[src/rtl/melody_pkg.sv]
// Shared types and constants for the melody sequencer.
// The optional MELODY_LOOP_EN build macro is consumed by melody_sequencer.
package melody_pkg;

  localparam int SCALE_W = 6;
  localparam int DUR_W   = 3;
  localparam int IDX_W   = 4;
  localparam int ROM_AW  = 2 + IDX_W;

  localparam logic [1:0] MEL_JUMP = 2'd0;
  localparam logic [1:0] MEL_LAND = 2'd1;
  localparam logic [1:0] MEL_OVER = 2'd2;
  localparam logic [1:0] MEL_BG   = 2'd3;

  localparam logic [SCALE_W-1:0] SCALE_REST = '0;

  typedef enum logic [2:0] {
    ST_IDLE,
    ST_FETCH,
    ST_NOTE,
    ST_GAP,
    ST_DONE
  } state_t;

  typedef struct packed {
    logic [SCALE_W-1:0] scale;
    logic [DUR_W-1:0]   dur;
  } rom_entry_t;

  function automatic rom_entry_t make_entry(input logic [SCALE_W-1:0] scale,
                                            input logic [DUR_W-1:0]   dur);
    rom_entry_t e;
    e.scale = scale;
    e.dur   = dur;
    return e;
  endfunction

endpackage

[src/rtl/melody_rom.sv]
// Melody table: 4 melodies x 16 entries of {scale, dur}, registered read.
// dur=0 marks the end of a melody; unlisted entries are end markers.
module melody_rom
  import melody_pkg::*;
(
  input  logic              clk,
  input  logic              rst_n,
  input  logic [ROM_AW-1:0] addr,
  output rom_entry_t        rdata
);

  logic [1:0]       mel;
  logic [IDX_W-1:0] idx;
  rom_entry_t       word;

  assign mel = addr[ROM_AW-1:IDX_W];
  assign idx = addr[IDX_W-1:0];

  always_comb begin
    word = make_entry(SCALE_REST, '0);
    case (mel)
      MEL_JUMP: begin
        case (idx)
          4'd0:    word = make_entry(6'd5, 3'd1);
          4'd1:    word = make_entry(6'd9, 3'd2);
          default: ;
        endcase
      end
      // Land runs all 16 slots with no end marker: scales 1..16, one beat each.
      MEL_LAND: word = make_entry(SCALE_W'(idx) + SCALE_W'(1), 3'd1);
      MEL_OVER: begin
        case (idx)
          4'd0:    word = make_entry(6'd20, 3'd2);
          4'd1:    word = make_entry(6'd24, 3'd1);
          default: ;
        endcase
      end
      MEL_BG: begin
        case (idx)
          4'd0:    word = make_entry(6'd7, 3'd1);
          default: ;
        endcase
      end
      default: ;
    endcase
  end

  always_ff @(posedge clk or negedge rst_n) begin
    if (!rst_n) rdata <= make_entry(SCALE_REST, '0);
    else        rdata <= word;
  end

endmodule

[src/rtl/melody_sequencer.sv]
// Plays ROM melodies as note codes for the buzzer. Build with MELODY_LOOP_EN
// to make the background melody (sel=3) loop until stopped or preempted.
//
// state | meaning
// IDLE  | silent, waiting for i_play
// FETCH | ROM entry valid; decide note or end (also the last gap cycle)
// NOTE  | sounding the note for dur*BEAT_CYCLES cycles
// GAP   | silence between notes
// DONE  | one-cycle o_done pulse, then IDLE
module melody_sequencer
  import melody_pkg::*;
#(
  parameter int BEAT_CYCLES = 12_500_000,
  parameter int GAP_CYCLES  = 1_000_000
) (
  input  logic               clk,
  input  logic               rst_n,
  input  logic               i_play,
  input  logic [1:0]         i_sel,
  input  logic               i_stop,
  output logic [SCALE_W-1:0] o_music_scale,
  output logic               o_busy,
  output logic               o_done
);

  localparam int CNT_W = $clog2(7 * BEAT_CYCLES + 1);
  localparam logic [CNT_W-1:0] BEAT_LEN = CNT_W'(BEAT_CYCLES);
  localparam logic [CNT_W-1:0] GAP_LOAD = CNT_W'(GAP_CYCLES - 1);
  localparam logic [CNT_W-1:0] ONE      = CNT_W'(1);

  state_t           state_q;
  logic [1:0]       sel_q;
  logic [IDX_W-1:0] idx_q;
  logic [CNT_W-1:0] cnt_q;
  logic [CNT_W-1:0] note_load;
  logic [ROM_AW-1:0] rom_addr;
  rom_entry_t       rom_q;
  logic             loop_active;
  logic             last_entry;
  logic             start;

`ifdef MELODY_LOOP_EN
  assign loop_active = (sel_q == MEL_BG);
`else
  assign loop_active = 1'b0;
`endif

  assign start      = i_play && !i_stop;
  assign last_entry = (idx_q == '1) && !loop_active;
  assign note_load  = CNT_W'(rom_q.dur) * BEAT_LEN - ONE;
  assign o_busy     = (state_q != ST_IDLE);

  // The ROM is addressed with the index the FSM is about to enter, so the
  // entry is already registered during the single FETCH cycle.
  always_comb begin
    rom_addr = {sel_q, idx_q};
    if (start) begin
      rom_addr = {i_sel, IDX_W'(0)};
    end else if (state_q == ST_NOTE || state_q == ST_GAP) begin
      rom_addr = {sel_q, idx_q + IDX_W'(1)};
    end else if (state_q == ST_FETCH && rom_q.dur == '0 && loop_active) begin
      rom_addr = {sel_q, IDX_W'(0)};
    end
  end

  melody_rom u_rom (
    .clk   (clk),
    .rst_n (rst_n),
    .addr  (rom_addr),
    .rdata (rom_q)
  );

  // The FETCH cycle doubles as the final silent gap cycle, so a gap is
  // GAP_CYCLES-1 cycles in GAP plus FETCH (all GAP_CYCLES in GAP after idx 15).
  always_ff @(posedge clk or negedge rst_n) begin
    if (!rst_n) begin
      state_q       <= ST_IDLE;
      sel_q         <= '0;
      idx_q         <= '0;
      cnt_q         <= '0;
      o_music_scale <= SCALE_REST;
      o_done        <= 1'b0;
    end else begin
      o_done <= 1'b0;
      if (i_stop && state_q != ST_IDLE) begin
        state_q       <= ST_IDLE;
        idx_q         <= '0;
        cnt_q         <= '0;
        o_music_scale <= SCALE_REST;
      end else if (start) begin
        state_q       <= ST_FETCH;
        sel_q         <= i_sel;
        idx_q         <= '0;
        cnt_q         <= '0;
        o_music_scale <= SCALE_REST;
      end else begin
        unique case (state_q)
          ST_IDLE: ;
          ST_FETCH: begin
            if (rom_q.dur != '0) begin
              state_q       <= ST_NOTE;
              o_music_scale <= rom_q.scale;
              cnt_q         <= note_load;
            end else if (loop_active) begin
              idx_q <= '0;
            end else begin
              state_q <= ST_DONE;
              o_done  <= 1'b1;
            end
          end
          ST_NOTE: begin
            if (cnt_q == '0) begin
              o_music_scale <= SCALE_REST;
              cnt_q         <= GAP_LOAD;
              if (GAP_CYCLES == 1 && !last_entry) begin
                idx_q   <= idx_q + IDX_W'(1);
                state_q <= ST_FETCH;
              end else begin
                state_q <= ST_GAP;
              end
            end else begin
              cnt_q <= cnt_q - ONE;
            end
          end
          ST_GAP: begin
            if (cnt_q == '0) begin
              state_q <= ST_DONE;
              o_done  <= 1'b1;
            end else if (cnt_q == ONE && !last_entry) begin
              idx_q   <= idx_q + IDX_W'(1);
              cnt_q   <= '0;
              state_q <= ST_FETCH;
            end else begin
              cnt_q <= cnt_q - ONE;
            end
          end
          ST_DONE: state_q <= ST_IDLE;
          default: state_q <= ST_IDLE;
        endcase
      end
    end
  end

endmodule

[config.mk]
export PLATFORM = sky130hd
export DESIGN_NAME = melody_sequencer
export DESIGN_NICKNAME = d
export VERILOG_FILES = /design/src/rtl/melody_pkg.sv /design/src/rtl/melody_rom.sv /design/src/rtl/melody_sequencer.sv
export SDC_FILE = /design/constraint.sdc
export NUM_CORES = 1
export LEC_CHECK = 0
export BUFFER_PORTS_ARGS = -buffer_cell sky130_fd_sc_hd__buf_2
export CAP_MARGIN = 20
export CORE_MARGIN = 2
export CORE_UTILIZATION = 35
export CTS_CLUSTER_DIAMETER = 200
export DETAILED_ROUTE_END_ITERATION = 6
export PLACE_DENSITY = 0.51
export SYNTH_ARGS = -nofsm -noshare
export SYNTH_HDL_FRONTEND = slang
export SYNTH_SLANG_ARGS = --single-unit
export TNS_END_PERCENT = 50
[constraint.sdc]
create_clock -name clk -period 2.2 [get_ports clk]
set_clock_uncertainty 0.1 [all_clocks]
set_input_delay 0.22 -clock clk [delete_from_list [all_inputs] [get_ports clk]]
set_output_delay 0.22 -clock clk [all_outputs]
set_load 0.05 [all_outputs]
# Word level (Yosys, flattened, before mapping)
# Index checks and enable logic that the tools add are counted.
op_classes:
  addsub: 4
  multipliers: 1
  eq_ne: 15
  mux: 35
  n_bitwise: 1
  reduce_logical: 21
op_table:
  columns: ["cell", "n"]
  rows:
  - ["27-bit two-way mux", 6]
  - ["27-bit case mux with 3 select lines", 1]
  - ["27-bit by 1-bit subtractor with 27-bit output, second input constant", 2]
  - ["6-bit two-way mux", 6]
  - ["9-bit case mux with 4 select lines", 1]
  - ["27-bit by 1-bit equality test with 1-bit output, second input constant", 1]
  - ["27-bit zero test", 1]
  - ["4-bit two-way mux", 6]
  - ["3-bit by 19-bit multiplier with 22-bit output, second input constant", 1]
  - ["3-bit two-way mux", 6]
  - ["8-bit case mux with 2 select lines", 1]
  - ["7-bit case mux with 2 select lines", 1]
  - ["3-bit case mux with 4 select lines", 1]
  - ["6-bit case mux with 2 select lines", 1]
  - ["3-bit AND reduction", 4]
  - ["3-bit nonzero test", 4]
  - ["4-bit by 2-bit != test with 1-bit output, second input constant", 2]
  - ["3-bit by 2-bit equality test with 1-bit output, second input constant", 2]
  - ["3-bit != test, second input constant", 2]
  - ["4-bit by 1-bit adder with 5-bit output, second input constant", 1]
  - ["5-bit by 2-bit != test with 1-bit output, second input constant", 1]
  - ["5-bit nonzero test", 1]
  - ["4-bit by 1-bit adder with 4-bit output, second input constant", 1]
  - ["2-bit equality test, second input constant", 2]
  - ["16 further kinds", 22]
word_totals:
  regBits: 52
  in_bits: 6
  out_inout_bits: 8
  word_cells: 85

# Depth between registers and ports, before layout
# Gate-level depths: netlist (run 1).
depth:
  word_depth: 8
  ltp_mapped: 11
  mapped_depth_nobuf: 8

# By module
# Synthesis (run 1) repeated with hierarchy kept, for this count alone.
unflattened:
  cells_unflattened: 516
  hier_area_um2: 4230.3
by_module_without_submodules:
  columns: ["module", "n_inst", "cells_each", "area_each_um2", "seq_area_each_um2"]
  rows:
  - ["melody_sequencer", 1, 476, 3819.9, 1076.0]
  - ["melody_rom", 1, 40, 410.4, 175.2]

# Least setup slack after synthesis (run 1)
# No wires, ideal clock.
synth_timing:
  path_type: "register to register"
  from: "reg state_q[2]"
  to: "reg cnt_q[26]"
  setup_ps: 122
  arrival_ps: 2251
  required_ps: 1978
  path_slack_ps: -272
  path_stages_with_launch: 8
  n_path_buf: 1
  synth_period_minus_slack_ps: 2472
  cell_sequence: "dfrtp_1 clkbuf_1 or3_1 a21o_1 o31ai_1 a21boi_2 a31o_1 a32o_1"
synth_via:
  elab_chain_len: 4
  word_cells_on_any_way: 12
  classes_between: "5 x eq/ne; 3 x mux; 4 x reduce/logical"
synth_lines:
  columns: ["item", "line_no", "source"]
  rows:
  - ["start: declaration", "melody_sequencer.sv:31", "state_t state_q;"]
  - ["start signal: assignment", "melody_sequencer.sv:77", "state_q <= ST_IDLE;"]
  - ["start signal: assignment", "melody_sequencer.sv:86", "state_q <= ST_IDLE;"]
  - ["start signal: assignment", "melody_sequencer.sv:91", "state_q <= ST_FETCH;"]
  - ["3-bit nonzero test *", null, null]
  - ["named net o_busy", "melody_sequencer.sv:22", "output logic o_busy,"]
  - ["1-bit logical AND *", "melody_sequencer.sv:85", "if (i_stop && state_q != ST_IDLE) begin"]
  - ["4-bit != test (no source line), or another cell as far along", null, null]
  - ["3-bit AND reduction (no source line)", null, null]
  - ["end signal: assignment", "melody_sequencer.sv:103", "cnt_q <= note_load;"]
  - ["end signal: assignment", "melody_sequencer.sv:122", "cnt_q <= cnt_q - ONE;"]
  - ["end signal: assignment", "melody_sequencer.sv:134", "cnt_q <= cnt_q - ONE;"]
  - ["end: declaration", "melody_sequencer.sv:34", "logic [CNT_W-1:0] cnt_q;"]
# Mark *: on every way through the listed nets, which the timed path passes. The rest lies on a longest branch.
# A chain may end at the register's enable or synchronous reset.

# Worst setup path after layout (run 1)
layout_timing:
  from: "reg cnt_q[15]"
  to: "reg cnt_q[10]"
layout_via:
  elab_chain_len: 7
  word_cells_on_any_way: 11
  classes_between: "2 x eq/ne; 6 x mux; 3 x reduce/logical"
layout_lines:
  columns: ["item", "line_no", "source"]
  rows:
  - ["27-bit by 1-bit equality test with 1-bit output", "melody_sequencer.sv:129", "end else if (cnt_q == ONE && !last_entry) begin"]
  - ["1-bit logical AND", "melody_sequencer.sv:129", null]
  - ["27-bit two-way mux", "melody_sequencer.sv:129", null]
  - ["27-bit two-way mux", "melody_sequencer.sv:126", "if (cnt_q == '0) begin"]
  - ["27-bit case mux with 3 select lines", "melody_sequencer.sv:97", "unique case (state_q)"]
  - ["27-bit two-way mux", "melody_sequencer.sv:90", "end else if (start) begin"]
  - ["27-bit two-way mux", "melody_sequencer.sv:85", null]
# Several ways; a longest one is shown, not always the timed one. The select of a mux whose other input is x is not followed.

==> metrics, run 1 <==
first-pass GRT wire length=17.17 mm; layout cells sized above 1=34.65%; RR Endpoint=cnt_q[10]$_DFFE_PN0P_; Async S/R FF share, synth=100.0%; Remaining DRCs=0; num rows=35; worst setup slack after layout=-163.9 ps; hold wc startpoint=i_stop; initial antenna violation count=0; post-layout util=roughly half; Area Overhead vs Synth=41.24%; core area=just over 0.009 mm²; WP data required=2310 ps; Max Cap Viol=0; vias per inst=5.556; Placed Area=0.004219 mm²; die height=101.3 µm; CTS tree=yes; Post-synth EDFFs=0; Setup CP Type=register to register; most common cell after layout, fill and taps aside=buf_4; Synth Warn #=0; # setup viols final=31; Die ar.=0.01026 mm²; CP endpoint kind=register; CTS sink cnt=49; via count=between 3000 and 4000; status=finished, violations left; Post-Syn Area=0.003313 mm²; pre-CTS setup slack=-265.6 ps; Clk pin slew, worst setup/hold paths=between 100 and 150 ps; FMAX=about 420 MHz; Setup TNS Final=-2613 ps; input/output buffers=12; DP HPWL=between 8 and 9 mm; die width=roughly 100 µm; Root Buffer=clkbuf_8; CP Max Fanout=5; ant diodes=0; DR iter-0 viols=217; R2R depth=6; routability cong.=between 0.9 and 1; sequential-to-total area share from yosys stat=37.01%; ys flop type=dfrtp_1; fin crit share=107.4%; Mapped Cells=397; Yosys reg bits=49; min Tclk post-route=2364 ps; Hold Path End=state_q[0]$_DFFE_PN0P_; pwr/cell area=roughly 1100 mW/mm²; HP Class=primary input to register; Skew-Pair Late Insertion Delay=320 ps; Max VDD drop=0.3644 mV; R2R Setup Slk=-160 ps; Initial Utilization=36.03%; most frequent cells in the layout=94 x buf_4, 50 x nand2_1, 49 x dfrtp_1, 33 x nor2_1, 26 x o21ai_0; clock buffer depth=2; Placed Cells=600; syn avg cell area=8.346 µm²; Hold Slack=32.40 ps; Post-layout nets=525; Critical Path AT=2480 ps; ANT nets after route=0; endpoints failing hold=0; H-tree depth=2; Worst path slowest cell=or4_4; failing checks=setup timing; Yosys cell types=64; post-layout total power=about 5 mW; Ports=14; Max-slew headroom=60.01%; CP Launch Type=register; DR WL/cell=~17 µm; crit-path cells=or4_4, or3_4, nor4b_4, a21boi_2, buf_4, a32o_1; max-slew violations=0; Hold Path Stages=2; Pre-antenna DRT Iters=5; Total GRT Usage=21.30%; worst r2r src=cnt_q[15]$_DFFE_PN0P_; WL final=10.70 mm; post-route cell area=about 0.0047 mm²; fin cells=619; RSZ-0062 raised after global routing=yes; vias in the first global route=3418; largest net degree at the start of global routing=28; static leakage=just over 2 nW; max incr delay on CP=around 530 ps; gr ovfl total=0; syn_nets=slightly above 400; Inserted Clock Buffers=5; worst-margin pin slew=599.8 ps
[registers in the layout, summed over array words and instances (netlist names)]
register,count
cnt_q,27
u_rom.rdata,7
o_music_scale,5
idx_q,4
state_q,3
sel_q,2
o_done,1
[routing by layer]
| layer | GRT usage [%] | vias to the layer above | wire [µm] |
|---|---|---|---|
| li1 | - | 1661 | - |
| met1 | 29.65 | 1667 | 4857 |
| met2 | 34.64 | 93 | 5164 |
| met3 | 2.899 | 18 | 502 |
| met4 | 6.237 | 0 | 172 |
| met5 | 0 | - | 0 |
[worst max-delay path: cells and delay by family (launching register included)]
family / cells / cell delay, ps
simple gates: 3 / 1200
flops: 1 / 390
compound gates: 2 / 390
buf+inv: 1 / 170
[worst max-delay path by stage]
stage                                from                     to  slack [ps]  depth (start not counted)
detailed placement  cnt_q[15]$_DFFE_PN0P_  cnt_q[11]$_DFFE_PN0P_        -270                          6
finish              cnt_q[15]$_DFFE_PN0P_  cnt_q[10]$_DFFE_PN0P_        -160                          6
floorplan           cnt_q[15]$_DFFE_PN0P_  cnt_q[26]$_DFFE_PN0P_        -170                          7
CTS                 cnt_q[15]$_DFFE_PN0P_  cnt_q[10]$_DFFE_PN0P_        -170                          6
global placement    cnt_q[15]$_DFFE_PN0P_  cnt_q[20]$_DFFE_PN0P_        -180                          8
global route        cnt_q[15]$_DFFE_PN0P_  cnt_q[10]$_DFFE_PN0P_        -270                          6
[report_power, final]
part | switching (mW) | total (mW) | internal (mW)
clock | 0.343 | 0.684 | 0.341
sequential | 0.242 | 1.40 | 1.16
combinational | 1.55 | 2.87 | 1.32
total | 2.13 | 4.95 | 2.82
[timing repair]
| item | CTS | global route |
|---|---|---|
| resized for setup | 22 | 42 |
| setup buffers | 0 | 9 |
| setup endpoints to repair | 35 | 41 |
| hold buffers | 1 | 0 |
| hold endpoints to repair | 22 | 0 |
| pin swaps | 10 | 17 |
| cloned | 0 | 1 |
[cell type report]
type                            instances  area [µm²]
Clock buffer                            5       68.82
Clock inverter                          3       46.29
Fill cell                             876        4517
Inverter                               15       56.30
Multi-Input combinational cell        316        2197
Sequential cell                        49        1226
Tap cell                              111       138.9
Timing Repair Buffer                  120       945.9
[cell usage after synthesis, drive strengths merged (8+ instances only)]
cell type  number  share of area, %
or3            10               1.9
o21ai          35               5.3
o31ai           8               1.8
nand3          13               2.0
nand2          52               5.9
clkbuf          9               1.1
inv            15               1.7
a21oi          16               2.6
mux2i           8               2.4
ha             12               4.5
nor3           31               4.8
nor4            8               2.2
nor2           35               4.1
dfrtp          49                37
buf             8               1.5
[cells by family after synthesis]
kind of cell,Yosys count,share of synthesized area (%)
compound gates,102,20.09
xor+xnor,9,2.379
fa+ha+maj,12,4.532
mux,9,2.757
buf+inv,32,4.267
simple gates,183,28.85
flops,49,37.01
other cells,1,0.1132
No activity file was read; power rests on OpenSTA's default activity.
==> run 2, diff against run 1 <==
- CTS_CLUSTER_SIZE: default -> 40
- SKIP_LAST_GASP: default -> 1
==> run 2 against run 1 <==
The run still ends with setup timing left. Worst hold slack got worse by 0.83 ps. Cell count did not move. Die area did not move. Largest power group unchanged. Highest routed layer unchanged.
==> metrics, run 2 (synthesis gave the netlist of run 1 again) <==
WL final=10.60 mm (-0.91%); layout cells sized above 1=33.86% (-0.79 points); most frequent cells in the layout=94 x buf_4, 49 x nand2_1, 49 x dfrtp_1, 33 x nor2_1, 31 x o21ai_0; Root Buffer=clkbuf_8; max FFs per register=27 (unchanged); first-pass GRT wire length=17.12 mm (-0.29%); Hold Slack=31.57 ps (-0.8273 ps); gr ovfl total=0 (unchanged); Largest Register=cnt_q; FMAX=422.0 MHz (-0.25%); fin cells=619 (unchanged); H-tree depth=2 (unchanged); Initial Utilization=36.03% (unchanged); num rows=35 (unchanged); post-layout util=50.59% (-0.30 points); WP data required=2320 ps (about the same); endpoints failing hold=0 (unchanged); initial antenna violation count=0 (unchanged); DP HPWL=8.012 mm (unchanged); max incr delay on CP=530 ps (about the same); CTS tree=yes; ANT nets after route=0 (unchanged); pwr/cell area=1063 mW/mm² (+0.50%); Inserted Clock Buffers=5 (unchanged); die height=101.3 µm (unchanged); largest net degree at the start of global routing=28 (unchanged); Placed Cells=600 (unchanged); static leakage=2.061 nW (-0.42%); vias in the first global route=3403 (-0.44%); vias per inst=5.502 (-0.96%); Remaining DRCs=0 (unchanged); Crit path max-delay family=simple AND/OR/NAND/NOR gates; Total GRT Usage=21.17% (-0.13 points); Area Overhead vs Synth=40.41%; Setup CP Type=register to register; DR iter-0 viols=209 (-3.7%); max-slew violations=0 (unchanged); RSZ-0062 raised after global routing=yes; routability cong.=0.9270 (unchanged); crit-path cells=or4_4, or3_4, nor4b_4, a21boi_2, buf_4, a32o_1; Max-slew headroom=59.87% (-0.14 points); DR WL/cell=17.12 µm (-0.91%); status=finished, violations left; core area=0.009196 mm² (unchanged); CP endpoint kind=register; most common cell after layout, fill and taps aside=buf_4; sequential cell area=0.001226 mm² (unchanged); input/output buffers=12 (unchanged); Ports=14 (unchanged); CTS sink cnt=49 (unchanged); Max Cap Viol=0 (unchanged); Clk pin slew, worst setup/hold paths=110 ps (about the same); CP Launch Type=register; Post-layout nets=525 (unchanged); Setup TNS Final=-2784 ps (-171.3 ps); Max VDD drop=0.3640 mV (-0.11%); Critical Path AT=2490 ps (about the same); # setup viols final=31 (unchanged); Pre-antenna DRT Iters=4 (-1); worst setup slack after layout=-169.8 ps (-5.932 ps); area of the multi-input gates=0.002162 mm² (-1.6%); Worst path slowest cell=or4_4; via count=3406 (-0.96%); clock buffer depth=2 (unchanged); post-layout total power=4.947 mW (about the same); top flop regs=cnt_q (27), u_rom.rdata (7), o_music_scale (5); crit path buf inv count=1 (unchanged); HP Class=primary input to register; CP Max Fanout=5 (unchanged); Die ar.=0.01026 mm² (unchanged); FILL cells=878 (+0.23%); min Tclk post-route=2370 ps (+5.932 ps); failing checks=setup timing; fin crit share=107.7% (+0.27 points); worst-margin pin slew=601.9 ps (+2.073 ps); Skew-Pair Late Insertion Delay=320 ps (about the same); ant diodes=0 (unchanged); die width=101.3 µm (unchanged)
==> run 2: worst paths after layout <==
path	start	to	cells past startpoint	slack, ps
worst max-delay path	cnt_q[15]$_DFFE_PN0P_	cnt_q[10]$_DFFE_PN0P_	6	-170
min in group asynchronous	rst_n	cnt_q[24]$_DFFE_PN0P_	2	330
worst min register to register	u_rom.rdata[4]$_DFF_PN0_	o_music_scale[1]$_DFFE_PN0P_	2	420
worst max register to register	cnt_q[15]$_DFFE_PN0P_	cnt_q[10]$_DFFE_PN0P_	6	-170
worst min-delay path	i_stop	state_q[0]$_DFFE_PN0P_	2	30
max in group asynchronous	rst_n	state_q[1]$_DFFE_PN0P_	3	1100
==> run 2: what timing repair did <==
item                                   in CTS  in global routing
setup endpoints to repair                  35                 41
buffers inserted                            0                  9
endpoints found under the hold margin      22                  0
gates cloned                                0                  1
hold buffers                                1                  0
gates resized for setup                    15                 30
pin swaps                                   6                  9
==> run 2: final cells by class <==
class,instances,share of cell area (%)
multi-input cells,316,46.48
clock buffers,5,1.479
well taps,111,2.985
inverters,15,1.210
flip-flops and latches,49,26.36
repair buffers,120,20.49
clock inverters,3,0.9952
==> run 2: per-stage QoR <==
step	instance area, µm²	worst slack, ps
after global routing	4652	-272.4
final	4652	-169.8
after detailed placement	4219	-265.6
after global placement	4219	-181.3
after floorplan	3352	-167.8
after CTS	4402	-168.0
==> run 2: layer usage <==
metal  vias to the layer above  wire [µm]  global-route usage, %  part of all wire, %
li1                       1662          -                      -                    -
met5                         -          0                      0                    0
met3                        15        376                  2.899                  3.5
met4                         0        148                  5.613                  1.4
met1                      1655       5007                  29.52                   47
met2                        74       5067                  34.64                   48
==> run 2: worst register-to-register path, cell delays in order (launching register included) <==
cell and delay (ps):
dfrtp_1 390, or4_4 530, or3_4 380, nor4b_4 290, a21boi_2 170, buf_4 170
a32o_1 230
==> run 2: power by group <==
part | total (mW) | internal, mW | leakage [nW] | switching, mW
Combinational | 2.84 | 1.31 | 1.37 | 1.53
Sequential | 1.42 | 1.16 | 0.633 | 0.256
Clock | 0.688 | 0.341 | 0.0543 | 0.347
Total | 4.95 | 2.81 | 2.06 | 2.13
